[src/rtl/reg_write_arbiter.sv]
// reg_write_arbiter
// Round-robin write arbiter that owns the single write port of a shared
// load-enabled register (reg16: load / vecin). Each cycle it picks one of
// NREQ requesters and drives the register's load and data from registered
// outputs. A requester holding lock may keep the port for up to MAX_BURST
// consecutive writes. After that it is forced to release for one arbitration.
//
// Ports:
//   clk      rising-edge clock
//   rst_n    asynchronous active-low reset
//   req      per-requester write request (level, held until gnt seen)
//   lock     per-requester burst request, only meaningful together with req
//   wdata    requester i data at [i*WIDTH +: WIDTH]
//   gnt      registered one-hot grant, high in the cycle the write happens
//   reg_load register load strobe (OR of gnt)
//   reg_din  register data, registered copy of the winner's wdata
//   owner    index of the most recent winner, holds while idle
module reg_write_arbiter #(
    parameter int NREQ      = 4,
    parameter int WIDTH     = 16,
    parameter int MAX_BURST = 4
) (
    input  logic                      clk,
    input  logic                      rst_n,
    input  logic [NREQ-1:0]           req,
    input  logic [NREQ-1:0]           lock,
    input  logic [NREQ*WIDTH-1:0]     wdata,
    output logic [NREQ-1:0]           gnt,
    output logic                      reg_load,
    output logic [WIDTH-1:0]          reg_din,
    output logic [$clog2(NREQ)-1:0]   owner
);

    localparam int IW = $clog2(NREQ);
    localparam int BW = $clog2(MAX_BURST) + 1;
    // Last burst count at which the owner may still be regranted.
    localparam logic [BW-1:0]   BURST_LIM = BW'(MAX_BURST - 1);
    localparam logic [NREQ-1:0] ONE_HOT0  = {{(NREQ-1){1'b0}}, 1'b1};

    typedef enum logic [0:0] {
        IDLE  = 1'b0,
        GRANT = 1'b1
    } state_t;

    state_t            state_r;
    state_t            state_nxt_s;
    logic [NREQ-1:0]   gnt_r;
    logic [NREQ-1:0]   gnt_nxt_s;
    logic              reg_load_r;
    logic              reg_load_nxt_s;
    logic [WIDTH-1:0]  reg_din_r;
    logic [WIDTH-1:0]  reg_din_nxt_s;
    logic [IW-1:0]     owner_r;
    logic [IW-1:0]     owner_nxt_s;
    logic [IW-1:0]     ptr_r;
    logic [IW-1:0]     ptr_nxt_s;
    logic [BW-1:0]     burst_cnt_r;
    logic [BW-1:0]     burst_cnt_nxt_s;

    logic              cont_s;
    logic [NREQ-1:0]   elig_s;
    logic              found_s;
    logic [IW-1:0]     winner_s;
    logic [IW-1:0]     cand_s;
    logic [IW-1:0]     sel_idx_s;

    // Lock continuation: the current owner keeps the port while it still
    // requests with lock and has burst budget left.
    always_comb begin
        cont_s = 1'b0;
        if (state_r == GRANT) begin
            cont_s = lock[owner_r] & req[owner_r] & (burst_cnt_r < BURST_LIM);
        end else begin
            cont_s = 1'b0;
        end
    end

    // Eligibility mask: the owner just written is excluded, so a stale req
    // after its grant can never produce a back-to-back duplicate write.
    always_comb begin
        elig_s = req;
        case (state_r)
            GRANT:   elig_s[owner_r] = 1'b0;
            IDLE:    elig_s = req;
            default: elig_s = req;
        endcase
    end

    // Round-robin search: first eligible index at or after ptr, wrapping.
    always_comb begin
        found_s  = 1'b0;
        winner_s = {IW{1'b0}};
        cand_s   = {IW{1'b0}};
        for (int k = 0; k < NREQ; k++) begin
            cand_s = IW'((int'(ptr_r) + k) % NREQ);
            if (!found_s && elig_s[cand_s]) begin
                found_s  = 1'b1;
                winner_s = cand_s;
            end else begin
                found_s  = found_s;
            end
        end
    end

    // Data mux index: a lock regrant re-selects the owner.
    always_comb begin
        if (cont_s) begin
            sel_idx_s = owner_r;
        end else begin
            sel_idx_s = winner_s;
        end
    end

    // Next-state and next-output logic of the IDLE/GRANT machine.
    always_comb begin
        state_nxt_s     = IDLE;
        gnt_nxt_s       = {NREQ{1'b0}};
        reg_load_nxt_s  = 1'b0;
        reg_din_nxt_s   = reg_din_r;
        owner_nxt_s     = owner_r;
        ptr_nxt_s       = ptr_r;
        burst_cnt_nxt_s = {BW{1'b0}};
        if (cont_s) begin
            // Regrant under lock leaves the pointer where the first grant put it.
            state_nxt_s     = GRANT;
            gnt_nxt_s       = ONE_HOT0 << owner_r;
            reg_load_nxt_s  = 1'b1;
            reg_din_nxt_s   = wdata[int'(sel_idx_s)*WIDTH +: WIDTH];
            burst_cnt_nxt_s = burst_cnt_r + BW'(1);
        end else if (found_s) begin
            state_nxt_s     = GRANT;
            gnt_nxt_s       = ONE_HOT0 << winner_s;
            reg_load_nxt_s  = 1'b1;
            reg_din_nxt_s   = wdata[int'(sel_idx_s)*WIDTH +: WIDTH];
            owner_nxt_s     = winner_s;
            ptr_nxt_s       = IW'((int'(winner_s) + 1) % NREQ);
            burst_cnt_nxt_s = {BW{1'b0}};
        end else begin
            state_nxt_s     = IDLE;
            burst_cnt_nxt_s = {BW{1'b0}};
        end
    end

    // State and output registers; reset drops reg_load without waiting for an edge.
    always_ff @(posedge clk or negedge rst_n) begin
        if (!rst_n) begin
            state_r     <= IDLE;
            gnt_r       <= {NREQ{1'b0}};
            reg_load_r  <= 1'b0;
            reg_din_r   <= {WIDTH{1'b0}};
            owner_r     <= {IW{1'b0}};
            ptr_r       <= {IW{1'b0}};
            burst_cnt_r <= {BW{1'b0}};
        end else begin
            state_r     <= state_nxt_s;
            gnt_r       <= gnt_nxt_s;
            reg_load_r  <= reg_load_nxt_s;
            reg_din_r   <= reg_din_nxt_s;
            owner_r     <= owner_nxt_s;
            ptr_r       <= ptr_nxt_s;
            burst_cnt_r <= burst_cnt_nxt_s;
        end
    end

    assign gnt      = gnt_r;
    assign reg_load = reg_load_r;
    assign reg_din  = reg_din_r;
    assign owner    = owner_r;

endmodule

[config.mk]
export PLATFORM = sky130hd
export DESIGN_NAME = reg_write_arbiter
export DESIGN_NICKNAME = d
export VERILOG_FILES = /design/src/rtl/reg_write_arbiter.sv
export SDC_FILE = /design/constraint.sdc
export NUM_CORES = 1
export LEC_CHECK = 0
export ABC_CLOCK_PERIOD_IN_PS = 2100
export BUFFER_PORTS_ARGS = -buffer_cell sky130_fd_sc_hd__buf_4
export CAP_MARGIN = 20
export CORE_ASPECT_RATIO = 0.8
export CORE_UTILIZATION = 42
export CTS_CLUSTER_DIAMETER = 40
export DETAILED_ROUTE_END_ITERATION = 10
export GPL_TIMING_DRIVEN = 1
export PLACE_DENSITY = 0.82
export SYNTH_ARGS = -nofsm -noshare
export SYNTH_HDL_FRONTEND = slang
export SYNTH_SLANG_ARGS = --single-unit
export TNS_END_PERCENT = 50
[constraint.sdc]
create_clock -name clk -period 2.1 [get_ports clk]
set_input_delay 0.42 -clock clk [delete_from_list [all_inputs] [get_ports clk]]
set_output_delay 0.42 -clock clk [all_outputs]
set_load 0.02 [all_outputs]
==> run_results.csv, run 1 <==
group,metric,value,unit
layout,final_nets,392,
die,core-area,4570,um^2
placement,place_hpwl,4.72,mm
grt,antenna_found_initial,0,
yosys,synth_top_area_cell,"dfrtp_1",
die,dieArea,5020,um^2
placement,gp_congestion,0.918,
sta,worstMarginPinSlew,0.454,ns
yosys,synthesis.area,1990,um^2
clock_tree,cts_buffers,3,
grt,grt-ovfl-total,0,
sta,report.final.slew_viol_count,0,
sta,period_share,1.04,
sta,grt_setup_unrepaired,"yes",
layout,final_layout_size_suffix_gt1_frac,0.541,
pwr,power_density,1630,nW/um^2
yosys,ys_seq_elements,28,
die,start_util,0.436,
clock_tree,cts_max_level,1,
detailed_routing,via_count,2035,
yosys,ys_seq_area_frac,0.352,
yosys,ys_types,48,
yosys,syn_nets,269,
run_status,outcome,"complete, but fails checks",
placement,dp_slack,-0.177,ns
detailed_routing,post_drt_wl_per_cell,16.7,um
pwr,ir_drop,0.913,mV
placement,io_buffers,96,
layout,area_delta_synth_final,62.9,%
sta,clock_skew,0.00795,ns
yosys,netlist_instances,194,
grt,grt_usage,0.250,
clock_tree,cts_buffer_depth,2,
clock_tree,clkLatencyLatePin,0.28,ns
die,row_count,22,
die,die_width,79.0,um
detailed_routing,ant_nets,0,
sta,slew_headroom,0.696,
detailed_routing,drcViolationCount,0,
yosys,yosys_warnings,0,
sta,finalSetupViolCount,16,
clock_tree,cts_num_sinks,28,
clock_tree,tritoncts,"yes",
detailed_routing,drt_iter0_markers,172,
grt,grt_pass1_vias,1973,
clock_tree,clk_pin_slew,0.10,ns
run,cap_violations,0,
die,io_pins,97,
layout,antenna_cells,0,
sta,period_minus_slack,2.19,ns
yosys,synth.top_cell.area_share,0.352,
clock_tree,ctsHoldBuffers,0,
worst_setup_path,cp-start-kind,"flip-flop",
detailed_routing,dr.pass1.iters,4,
sta,layout_setup_ws,-0.0894,ns
pwr,leakage,1.54,nW
worst_setup_path,reg2reg_from,"owner[1]",
worst_setup_path,critPathMaxFanout,10,
worst_setup_path,arrival,2.35,ns
die,die_y,63.6,um
worst_setup_path,critical_path_class,"reg2reg",
grt,grt_first_pass_wirelength,9.75,mm
sta,fmax,457,MHz
yosys,synth_top_cells_by_area,"dfrtp_1, mux2i_1, a221oi_2",
worst_setup_path,required,2.26,ns
worst_setup_path,crit_path_end_kind,"flip-flop",
yosys,avgSynthCellArea,10.3,um^2
run_status,violations,"negative setup slack",
pwr,total_power,0.00529,W
worst_setup_path,crit_path_start,"owner[1]",
detailed_routing,wirelength,6.28,mm
worst_hold_path,min_path_type,"in2async",
detailed_routing,routed_via_density,5.41,
clock_tree,ctsRootBufferMaster,"clkbuf_8",
grt,grt_max_degree,29,
sta,hold_viol_final,0,
[flip-flops by register name, indices dropped and copies added, names as in the netlist]
register,count
ptr_r,2
reg_load,1
gnt,4
burst_cnt_r,3
reg_din,16
owner,2
[critical path: stages (launching register included)]
cell and delay (ns):
dfrtp_2 0.50, buf_4 0.18, o211ai_1 0.40, a311oi_4 0.21, buf_4 0.19, clkbuf_16 0.15, and2_1 0.17, a221oi_2 0.19
o21ai_1 0.09
[timing repair]
item | 4_1_cts | 5_1_grt
setup buffers | 3 | 4
setup endpoints to repair | 16 | 17
pin swaps | 4 | 6
resized for setup | 15 | 6
cloned | 0 | 1
[cell usage after synthesis (all sizes together)]
library cell,count
dfrtp,28
o21ai,21
mux2i,18
and2,17
a221oi,16
nor2b,11
nand2,10
buf,8
and2b,6
inv,6
nor2,6
nand3,4
o211ai,4
a21oi,3
clkbuf,3
nand3b,3
o22ai,3
o31ai,3
a2bb2oi,2
a31oi,2
and3b,2
nand4,2
xnor2,2
a2111oi,1
a211oi,1
a22o,1
a22oi,1
a311oi,1
and3,1
ha,1
mux4,1
nand2b,1
nor3,1
nor3b,1
o211a,1
or2,1
or3b,1
[kinds of logic (layout without fill, tap and decap cells)]
kind of cell | after synthesis | after routing | share of synthesized area
muxes | 19 | 19 | 0.102
and+or+nand+nor | 67 | 67 | 0.203
adders and majority gates | 1 | 1 | 0.00628
xor gates and xnor gates | 2 | 2 | 0.00880
buffers and inverters | 17 | 139 | 0.0484
AOI/OAI and AO/OA | 60 | 60 | 0.280
DFF | 28 | 28 | 0.352
[report_power, final]
group	total [W]	switching (W)	internal [W]
sequential	0.00100	0.000187	0.000813
combinational	0.00395	0.00199	0.00197
clock	0.000334	0.000166	0.000168
total	0.00529	0.00234	0.00295
[worst paths after layout]
path	cells after the start	slack, ns	to
setup / recovery	8	-0.09	reg_din[12]
hold / removal	1	0.05	burst_cnt_r[1]
setup reg to reg	8	-0.09	reg_din[12]
hold reg to reg	1	0.47	burst_cnt_r[0]
max in group asynchronous	1	1.77	reg_load
min in group clk	3	0.36	reg_din[7]
[layer usage]
metal,share of wire,wire (um),vias to the layer above,GRT usage
met4,0.018,116,0,0.0477
met1,0.41,2590,963,0.323
met2,0.51,3190,92,0.435
met5,0,0,-,0
li1,-,-,968,-
met3,0.061,384,12,0.0435
[area by class of cell]
type	instances	area, um^2
clock buffers	4	55.1
fillers	323	1330
inverters	6	22.5
multi-input cells	149	1320
flip-flops and latches	28	704
well taps	60	75.1
repair buffers	129	1070
[stage by stage]
step	hold WS [ns]	cells	utilization	cell area [um^2]	TNS, ns
6_report	0.0495	376	0.710	3240	-1.15
3_3_place_gp	0.360	364	0.659	3010	-0.622
5_1_grt	0.0643	376	0.710	3240	-2.48
4_1_cts	0.0585	371	0.690	3150	-0.846
2_1_floorplan	0.124	194	-	2050	-0.108
3_5_place_dp	0.364	364	0.659	3010	-1.45
[cells in the final DEF, fill, tap and decap left out, types with 2 or more instances in the layout]
master       n
buf_4      120
dfrtp_1     25
mux2i_1     17
and2_1      17
o21ai_1     15
a221oi_2    14
nor2b_1     11
nand2_1     10
and2b_1      6
buf_12       6
inv_1        5
o21ai_0      5
nor2_1       5
clkbuf_8     4
nand3b_1     3
nand3_1      3
o211ai_1     3
dfrtp_2      3
o22ai_1      2
a2bb2oi_1    2
nand4_1      2
o31ai_4      2
xnor2_1      2
buf_6        2
Note: power is estimated with default switching activity, not from simulation.
==> run 2: changes to the inputs <==
--- a/config.mk
+++ b/config.mk
@@ -8,8 +8,10 @@
 export ABC_CLOCK_PERIOD_IN_PS = 2100
 export BUFFER_PORTS_ARGS = -buffer_cell sky130_fd_sc_hd__buf_4
 export CAP_MARGIN = 20
+export CELL_PAD_IN_SITES_DETAIL_PLACEMENT = 1
+export CELL_PAD_IN_SITES_GLOBAL_PLACEMENT = 1
 export CORE_ASPECT_RATIO = 0.8
-export CORE_UTILIZATION = 42
+export CORE_UTILIZATION = 31
 export CTS_CLUSTER_DIAMETER = 40
 export DETAILED_ROUTE_END_ITERATION = 10
 export GPL_TIMING_DRIVEN = 1
==> run_results.csv, run 2 (same netlist as run 1, synthesis figures left out) <==
group,metric,value,unit
run_status,outcome,"complete, but fails checks",
run_status,violations,"negative setup slack",
clock_tree,cts_buffers,3,
detailed_routing,wirelength,8.60,mm
detailed_routing,ant_nets,0,
grt,grt_pass1_vias,2415,
sta,fmax,442,MHz
detailed_routing,post_drt_wl_per_cell,20.8,um
worst_setup_path,critPathMaxFanout,6,
layout,final_nets,408,
worst_setup_path,timing.rr.end,"reg_din[14]",
layout,largest_reg_flops,16,
placement,place_hpwl,5.45,mm
grt,grt_max_degree,29,
worst_setup_path,arrival,2.44,ns
grt,grt_first_pass_wirelength,12.6,mm
placement,io_buffers,96,
detailed_routing,drt_iter0_markers,88,
worst_setup_path,required,2.28,ns
detailed_routing,dr.pass1.iters,4,
detailed_routing,routed_via_density,5.31,
sta,clock_skew,0.00839,ns
clock_tree,clk_pin_slew,0.11,ns
worst_setup_path,r2r_cells,9,
pwr,leakage,1.63,nW
detailed_routing,via_count,2191,
layout,area_delta_synth_final,72.7,%
clock_tree,cts_buffer_depth,2,
layout,mostFrequentLayoutCell,"buf_4",
pwr,total_power,0.00597,W
die,die_y,73.7,um
grt,grt-ovfl-total,0,
pwr,ir_drop,0.662,mV
placement,post_dp_cell_area,3090,um^2
worst_setup_path,rrSetupSlack,-0.16,ns
sta,report.final.slew_viol_count,0,
placement,gp_congestion,0.834,
die,row_count,25,
sta,hold_viol_final,0,
sta,worstMarginPinSlew,0.480,ns
grt,antenna_found_initial,0,
worst_setup_path,critical_path_class,"reg2reg",
die,core-area,6070,um^2
detailed_routing,drcViolationCount,0,
pwr,power_density,1740,nW/um^2
sta,finalSetupViolCount,17,
run,cap_violations,0,
placement,dp_slack,-0.201,ns
grt,grt_usage,0.245,
clock_tree,cts_num_sinks,28,
clock_tree,tritoncts,"yes",
die,start_util,0.328,
layout,final_layout_size_suffix_gt1_frac,0.587,
die,die_width,91.6,um
sta,grt_setup_unrepaired,"yes",
layout,fin_util,0.567,
die,io_pins,97,
sta,slew_headroom,0.678,
worst_hold_path,min_path_type,"in2async",
clock_tree,clkLatencyLatePin,0.30,ns
worst_setup_path,crit_path_end_kind,"flip-flop",
clock_tree,ctsRootBufferMaster,"clkbuf_8",
die,dieArea,6750,um^2
sta,layout_setup_ws,-0.161,ns
worst_setup_path,crit_path_start,"owner[1]",
worst_setup_path,crit_end,"reg_din[14]",
worst_setup_path,reg2reg_from,"owner[1]",
layout,final_cell_mix,"buf_4, dfrtp_1, mux2i_1, o21ai_1",
clock_tree,cts_max_level,1,
layout,antenna_cells,0,
layout,postLayoutCellArea,3440,um^2
sta,period_minus_slack,2.26,ns
worst_setup_path,cp-start-kind,"flip-flop",
sta,period_share,1.08,
sta,setup_tns,-2.05,ns
==> run 2: report_power, final <==
group | switching (W) | total, W | internal [W]
Sequential | 0.000210 | 0.00102 | 0.000814
Combinational | 0.00227 | 0.00450 | 0.00222
Clock | 0.000195 | 0.000452 | 0.000256
==> run 2: final cells by class <==
class	instances	area [um^2]
Clock buffer	3	41.3
Clock inverter	1	30.0
Fill cell	699	2630
Inverter	6	25.0
Multi-Input combinational cell	149	1350
Sequential cell	28	704
Tap cell	81	101
Timing Repair Buffer	145	1190
==> run 2: how the worst min path moves through the flow <==
stage,startpoint,end
6_report,rst_n,gnt[2]
5_1_grt,rst_n,gnt[2]
4_1_cts,rst_n,gnt[2]
3_5_place_dp,rst_n,gnt[2]
3_3_place_gp,rst_n,gnt[2]
2_1_floorplan,rst_n,burst_cnt_r[0]
==> run 2: repair_timing <==
item	4_1_cts	5_1_grt
gates cloned	2	0
setup buffers	14	4
setup endpoints to repair	17	20
endpoints found under the hold margin	0	0
pin swaps	17	7
hold buffers	0	0
resized for setup	31	8
==> run 2: per-layer routing <==
metal / GRT usage / part of all wire
met1: 0.285 / 0.42
met2: 0.460 / 0.52
met3: 0.0331 / 0.038
met4: 0.101 / 0.027
met5: 0 / 0
==> run 2: critical path, stage by stage, from the launching register on <==
cell and delay [ns]:
dfrtp_2 0.49, buf_6 0.16, nor3b_4 0.27, o22ai_1 0.18
a211oi_4 0.23, buf_6 0.17, o31ai_4 0.08, buf_6 0.16
a221oi_2 0.27, o21ai_1 0.13
==> run 2: through the flow <==
stage               hold WS (ns)  cells
floorplan                  0.124    194
global placement           0.361    390
detailed placement         0.363    390
CTS                       0.0425    409
global route              0.0408    413
finish                    0.0174    413
